<file path="config.mk">
export PLATFORM = sky130hd
export DESIGN_NAME = prog_counter
export DESIGN_NICKNAME = d
export VERILOG_FILES = /design/src/rtl/prog_counter.sv
export SDC_FILE = /design/constraint.sdc
export NUM_CORES = 1
export LEC_CHECK = 0
export BUFFER_PORTS_ARGS = -buffer_cell sky130_fd_sc_hd__buf_2
export CAP_MARGIN = 5
export CORE_AREA = 2 2 53 104
export CTS_BUF_LIST = sky130_fd_sc_hd__clkbuf_16
export CTS_CLUSTER_DIAMETER = 50
export DETAILED_ROUTE_END_ITERATION = 7
export DIE_AREA = 0 0 55 106
export GPL_TIMING_DRIVEN = 0
export MAX_ROUTING_LAYER = met4
export SYNTH_ARGS = -nofsm -noshare
export SYNTH_HDL_FRONTEND = slang
export SYNTH_SLANG_ARGS = --single-unit
</file>
<file path="constraint.sdc">
create_clock -name Clk -period 2.38 [get_ports Clk]
set_input_delay 0.119 -clock Clk [delete_from_list [all_inputs] [get_ports Clk]]
set_output_delay 0.119 -clock Clk [all_outputs]
set_load 0.05 [all_outputs]
</file>
<file path="src/rtl/prog_counter.sv">
// Program counter / fetch sequencer: IDLE -> RUN -> DONE run framing, absolute jumps,
// relative branches, stall/halt handling and a saturating run-length cycle counter.
module prog_counter #(
    parameter int PC_W       = 10,
    parameter int START_ADDR = 0,
    parameter int CNT_W      = 16
) (
    input  logic             Clk,
    input  logic             Reset_n,
    input  logic             Start,
    input  logic             Stall,
    input  logic             Jump,
    input  logic             BranchRel,
    input  logic             Halt,
    input  logic [7:0]       Target,
    output logic [PC_W-1:0]  ProgCounter,
    output logic             Running,
    output logic             Done,
    output logic [CNT_W-1:0] CycleCount
);

    typedef enum logic [1:0] {
        S_IDLE = 2'd0,
        S_RUN  = 2'd1,
        S_DONE = 2'd2
    } state_t;

    localparam logic [PC_W-1:0] START_PC = PC_W'(START_ADDR);

    state_t             r_state;
    state_t             w_state_nxt;
    logic [PC_W-1:0]    r_pc;
    logic [PC_W-1:0]    w_pc_nxt;
    logic [CNT_W-1:0]   r_cnt;
    logic [CNT_W-1:0]   w_cnt_nxt;
    logic signed [7:0]  w_tgt_s;

    // Counter sticks at all-ones instead of wrapping back to zero.
    function automatic logic [CNT_W-1:0] sat_inc(input logic [CNT_W-1:0] v);
        return (&v) ? v : v + CNT_W'(1);
    endfunction

    assign w_tgt_s = Target;

    always_comb begin
        w_state_nxt = r_state;
        w_pc_nxt    = r_pc;
        w_cnt_nxt   = r_cnt;
        case (r_state)
            S_IDLE, S_DONE: begin
                if (Start) begin
                    w_state_nxt = S_RUN;
                    w_pc_nxt    = START_PC;
                    w_cnt_nxt   = '0;
                end
            end
            S_RUN: begin
                w_cnt_nxt = sat_inc(r_cnt);
                // Halt beats Stall; a stalled redirect is dropped and re-issued upstream.
                if (Halt) begin
                    w_state_nxt = S_DONE;
                end else if (!Stall) begin
                    if (Jump)
                        w_pc_nxt = PC_W'(Target);
                    else if (BranchRel)
                        w_pc_nxt = r_pc + PC_W'(w_tgt_s);
                    else
                        w_pc_nxt = r_pc + PC_W'(1);
                end
            end
            default: begin
                w_state_nxt = S_IDLE;
            end
        endcase
    end

    always_ff @(posedge Clk or negedge Reset_n) begin
        if (!Reset_n) begin
            r_state <= S_IDLE;
            r_pc    <= START_PC;
            r_cnt   <= '0;
        end else begin
            r_state <= w_state_nxt;
            r_pc    <= w_pc_nxt;
            r_cnt   <= w_cnt_nxt;
        end
    end

    assign ProgCounter = r_pc;
    assign CycleCount  = r_cnt;
    assign Running     = (r_state == S_RUN);
    assign Done        = (r_state == S_DONE);

endmodule

</file>
### Word-level counts from Yosys, hierarchy flattened

Index checks and enable logic that the tools add are counted.

| word-level totals | value |
|---|---|
| flip-flop bits (word level) | 28 |
| latch bits | 0 |
| memory bits (writable) | 0 |
| ROM bits | 0 |
| output and inout bits | 28 |
| word-level logic and storage cells | 32 |
| memories kept | 0 |

| operators by class | value |
|---|---|
| $add $sub $neg | 3 |
| $mul | 0 |
| div/mod/pow operators | 0 |
| $lt $le $gt $ge | 0 |
| equal/unequal tests | 7 |
| shift-type cells | 0 |
| muxes and demuxes | 12 |
| bitwise logic cells | 0 |
| reduce and logical (&&, ||, !) cells | 7 |

Operators by type and width:

| cell | count |
|---|---|
| 10-bit two-way mux | 5 |
| 16-bit two-way mux | 2 |
| 16-bit one-hot mux with 2 select lines | 1 |
| 10-bit one-hot mux with 2 select lines | 1 |
| 16-bit by 1-bit adder with 16-bit output, second input constant | 1 |
| 16-bit AND reduction | 1 |
| 10-bit by 1-bit adder with 10-bit output, second input constant | 1 |
| 10-bit adder | 1 |
| 2-bit inequality test, second input constant | 5 |
| 2-bit two-way mux | 2 |
| 2-bit one-hot mux with 2 select lines | 1 |
| 4-bit AND reduction | 1 |
| 3-bit AND reduction | 1 |
| 2-bit by 1-bit == test with 1-bit output, second input constant | 1 |
| 2-bit == test, second input constant | 1 |
| 2-bit zero test | 1 |
| 2-bit AND reduction | 1 |
| 2-bit nonzero test | 1 |
| 2-bit OR reduction | 1 |

### Depth between registers and ports, before layout

| depth | value |
|---|---|
| word-level depth | 6 |
| depth in mapped cells | 8 |
| depth with buffers taken out | 8 |

### Worst setup path before layout

Ideal clock, no wire load.

| timing path | value |
|---|---|
| path type | register to register |
| start | register r_pc[0] (netlist: ProgCounter[0]) |
| end | register r_pc[8] (netlist: ProgCounter[8]) |
| setup time | 0.126 ns |
| data arrival time | 2.230 ns |
| slack | 0.025 ns |
| cell stages (with the launch flop) | 8 |
| clock period less this slack | 2.355 ns |
| cells stage by stage | dfrtp_1 > ha_1 > fa_1 > a211oi_1 > o21bai_1 > a221oi_1 > xor2_1 > o21ai_1 |

| between the ends | value |
|---|---|
| word-level cells in the longest chain between the ends | 6 |

RTL lines:

| item | RTL line | RTL |
|---|---|---|
| from (decl) | 32 | `logic [PC_W-1:0] r_pc;` |
| from (signal assigned) | 84 | `r_pc <= w_pc_nxt;` |
| 10-bit by 1-bit adder with 10-bit output / 10-bit adder (equally long branches) | 68, 66 |  |
| 10-bit two-way mux (*) | 65 | `else if (BranchRel)` |
| 10-bit two-way mux (*) | 63 | `if (Jump)` |
| 10-bit two-way mux (*) | 62 | `end else if (!Stall) begin` |
| 10-bit two-way mux (*) | 60 | `if (Halt) begin` |
| 10-bit one-hot mux with 2 select lines (*) | 49 | `case (r_state)` |

Mark *: on every way between the ends. The rest lies on a longest branch, timed or not. The select of a mux whose other input is x is not followed.
A chain may end at the register's enable or synchronous reset.

### Worst setup path in the final report

Same ends and word-level chain as after synthesis.

==> results_dict.tcl <==
set metrics [dict create \
    start_util_pct 38.40 \
    row_count 37 \
    leakagePower_nw 1.154 \
    vias 1784 \
    synth_top_area_cell "dfrtp_1" \
    die-area_sq_um 5830 \
    cp_max_fo 3 \
    use_met1_pct 18.03 \
    synth_ff_type "dfrtp_1" \
    worstSkewPairLatency_ns 0.27 \
    path_class "reg -> reg" \
    htreeDepth 1 \
    syn_avg_cell_area_sq_um 9.313 \
    clock_skew_ns 0.003815 \
    overflow 0 \
    yosysWarnings 0 \
    drt-wirelength-per-cell_microns 16.84 \
    grt_pass1_vias 1775 \
    place_area_sq_um 2238 \
    synth_top_area_share_pct 35.83 \
    p_total_mw 1.629 \
    p_per_area_nw_per_um2 697.6 \
    synth_fp_nets 236 \
    antenna-diode-count 0 \
    drt-pass1-iter-count 4 \
    slew_headroom_pct 56.49 \
    drc 0 \
    cp.arrival_ns 2.39 \
    endpoint_kind "flop" \
    grt.met3_usage_pct 1.404 \
    yosysSeqAreaShare_pct 35.83 \
    rsz0062_at_grt "no" \
    ant_nets 0 \
    finalHoldViolations 0 \
    synth_area_sq_um 1956 \
    grtUsageTotal_pct 19.80 \
    gp_congestion 0.8517 \
    die_x_microns 55 \
    synth-edff-count 0 \
    ir_drop_mv 0.3431 \
    cts_made_buffers 3 \
    tritoncts "built" \
    grt_util_met2_pct 38.61 \
    pin_count 43 \
    ys_seq_elements 28 \
    syn_to_final_growth_pct 19.39 \
    min_period_ns 2.240 \
    yosys-top-cells-area "dfrtp_1 (36%), ha_1 (6.4%), xnor2_1 (5.4%)" \
    portBuffers 42 \
    finalMaxSlewViolations 0 \
    cts-root-to-sink-buffers 2 \
    start_kind "flop" \
    hpwl_microns 4066 \
    syn-instance-count 210 \
    yosysUniqueCellTypes 48 \
    status "finished clean" \
    max_freq_ghz 0.4464 \
    clk_pin_slew_ns 0.07 \
    hp-class "in -> reg" \
    die_h_microns 106 \
    setup_viol 0 \
    cts_root_buf "clkbuf_16" \
    routed_wl_microns 5287 \
    dr.first_iter.drc_count 42 \
    final_area_sq_um 2335 \
    tightest_slew_ns 0.6526 \
    core_area_sq_um 5092 \
    hold_ws_ns 0.1087 \
    grt_max_degree 29 \
    grt-busiest-layer "met2" \
    antenna_found_initial 0 \
    cts.sinks 28 \
    drv_cap 0 \
    crit_required_ns 2.53 \
    final_nets 284 \
    async_flop_share_pct 100.0 \
    finalCritPeriodShare_pct 94.11 \
    drive_gt1_share_pct 22.27 \
    grt_first_pass_wirelength_microns 8183 \
    viasPerCell 5.682 \
]
[what timing repair did]
item                                    CTS  global route
endpoints found under the hold margin    28             0
pin swaps                                 0             0
setup buffers                             0             0
endpoints found under the setup margin    1             1
hold buffers                              1             0
resized for setup                         1             1
[layout by cell type (no fill, tap or decap), drive strengths merged, types with 2 or more instances in the layout]
cell type,Yosys,routed
a211oi,8,8
a21o,5,5
a21oi,12,12
a221oi,2,2
a31o,2,2
and2,7,7
and3,4,4
buf,1,43
clkbuf,4,7
dfrtp,28,28
ha,10,10
inv,4,4
mux2i,6,6
nand2,18,18
nand2b,4,4
nand3,11,11
nor2,23,23
nor2b,2,2
nor3,4,4
nor3b,3,3
nor4,3,3
nor4b,3,3
o211ai,2,2
o21ai,10,10
o21bai,2,2
o31ai,2,2
or3,2,2
xnor2,12,12
xor2,3,3
[per-layer routing]
metal	share of wire (%)	up-vias
met5	0	-
met4	1.7	0
met3	3.3	6
met2	59	37
met1	36	884
li1	-	857
[state kept, by name (all words and copies together), names as in the netlist]
register and count:
ProgCounter 10, r_state 2, CycleCount 16
[cell type report]
type                            count  area [sq um]
Timing Repair Buffer               43         220.2
Clock buffer                        3         75.07
Multi-Input combinational cell    173          1231
Sequential cell                    28         700.7
Tap cell                           58         72.57
Inverter                            4         15.01
Fill cell                         537          2758
Buffer                              5         20.02
[where the power goes]
part | switching (mW) | internal (mW) | total (mW)
sequential | 0.0639 | 0.532 | 0.596
combinational | 0.460 | 0.187 | 0.647
clock | 0.162 | 0.224 | 0.386
total | 0.686 | 0.943 | 1.63
[critical path, cell delays in order, from the launching register on]
cell and delay [ns]:
dfrtp_1 0.39, ha_1 0.25, fa_1 0.45, a211oi_2 0.31
o21bai_1 0.18, a221oi_2 0.29, xor2_1 0.17, o21ai_1 0.08
[metrics by stage]
stage                     setup TNS, ns  cells  setup WS (ns)  util, %
final                                 0    314         0.1401    45.85
after global routing                  0    314        0.02451    45.85
after CTS                             0    314        0.07469    45.72
after detailed placement              0    310        0.01040    43.96
after global placement        -0.001967    310      -0.001967    43.96
after floorplan                       0    210        0.02488        -
[final timing paths]
| path | from | endpoint | slack (ns) | cells after the start |
|---|---|---|---|---|
| max | ProgCounter[0] | ProgCounter[8] | 0.14 | 7 |
| min | Halt | r_state[0] | 0.11 | 2 |
| max reg2reg | ProgCounter[0] | ProgCounter[8] | 0.14 | 7 |
| min reg2reg | ProgCounter[0] | ProgCounter[0] | 0.51 | 2 |
| max in group asynchronous | Reset_n | ProgCounter[7] | 1.54 | 2 |
| min in group asynchronous | Reset_n | CycleCount[15] | 0.42 | 2 |
[kinds of logic (layout without fill, tap and decap cells)]
kind of cell | Yosys count | in the layout | share of synthesized area [%]
flops | 28 | 28 | 35.83
xor+xnor | 15 | 15 | 6.718
simple gates | 87 | 87 | 26.55
buf+inv | 9 | 55 | 1.791
compound gates | 54 | 54 | 18.62
mux | 6 | 6 | 3.071
fa+ha+maj | 11 | 11 | 7.422
[synth_stat cells, types with 2 or more instances]
cell type	n
a211oi_1	8
a21o_1	5
a21oi_1	12
a221oi_1	2
a31o_1	2
and2_1	6
and3_1	4
clkbuf_1	4
dfrtp_1	28
ha_1	10
inv_1	3
mux2i_1	6
nand2_1	18
nand2b_1	4
nand3_1	11
nor2_1	23
nor2b_1	2
nor3_1	4
nor3b_1	2
nor4_4	2
nor4b_2	2
o211ai_1	2
o21ai_0	3
o21ai_1	7
o21bai_1	2
o31ai_1	2
or3_1	2
xnor2_1	12
xor2_1	3
No activity file was read; power rests on OpenSTA's default activity.
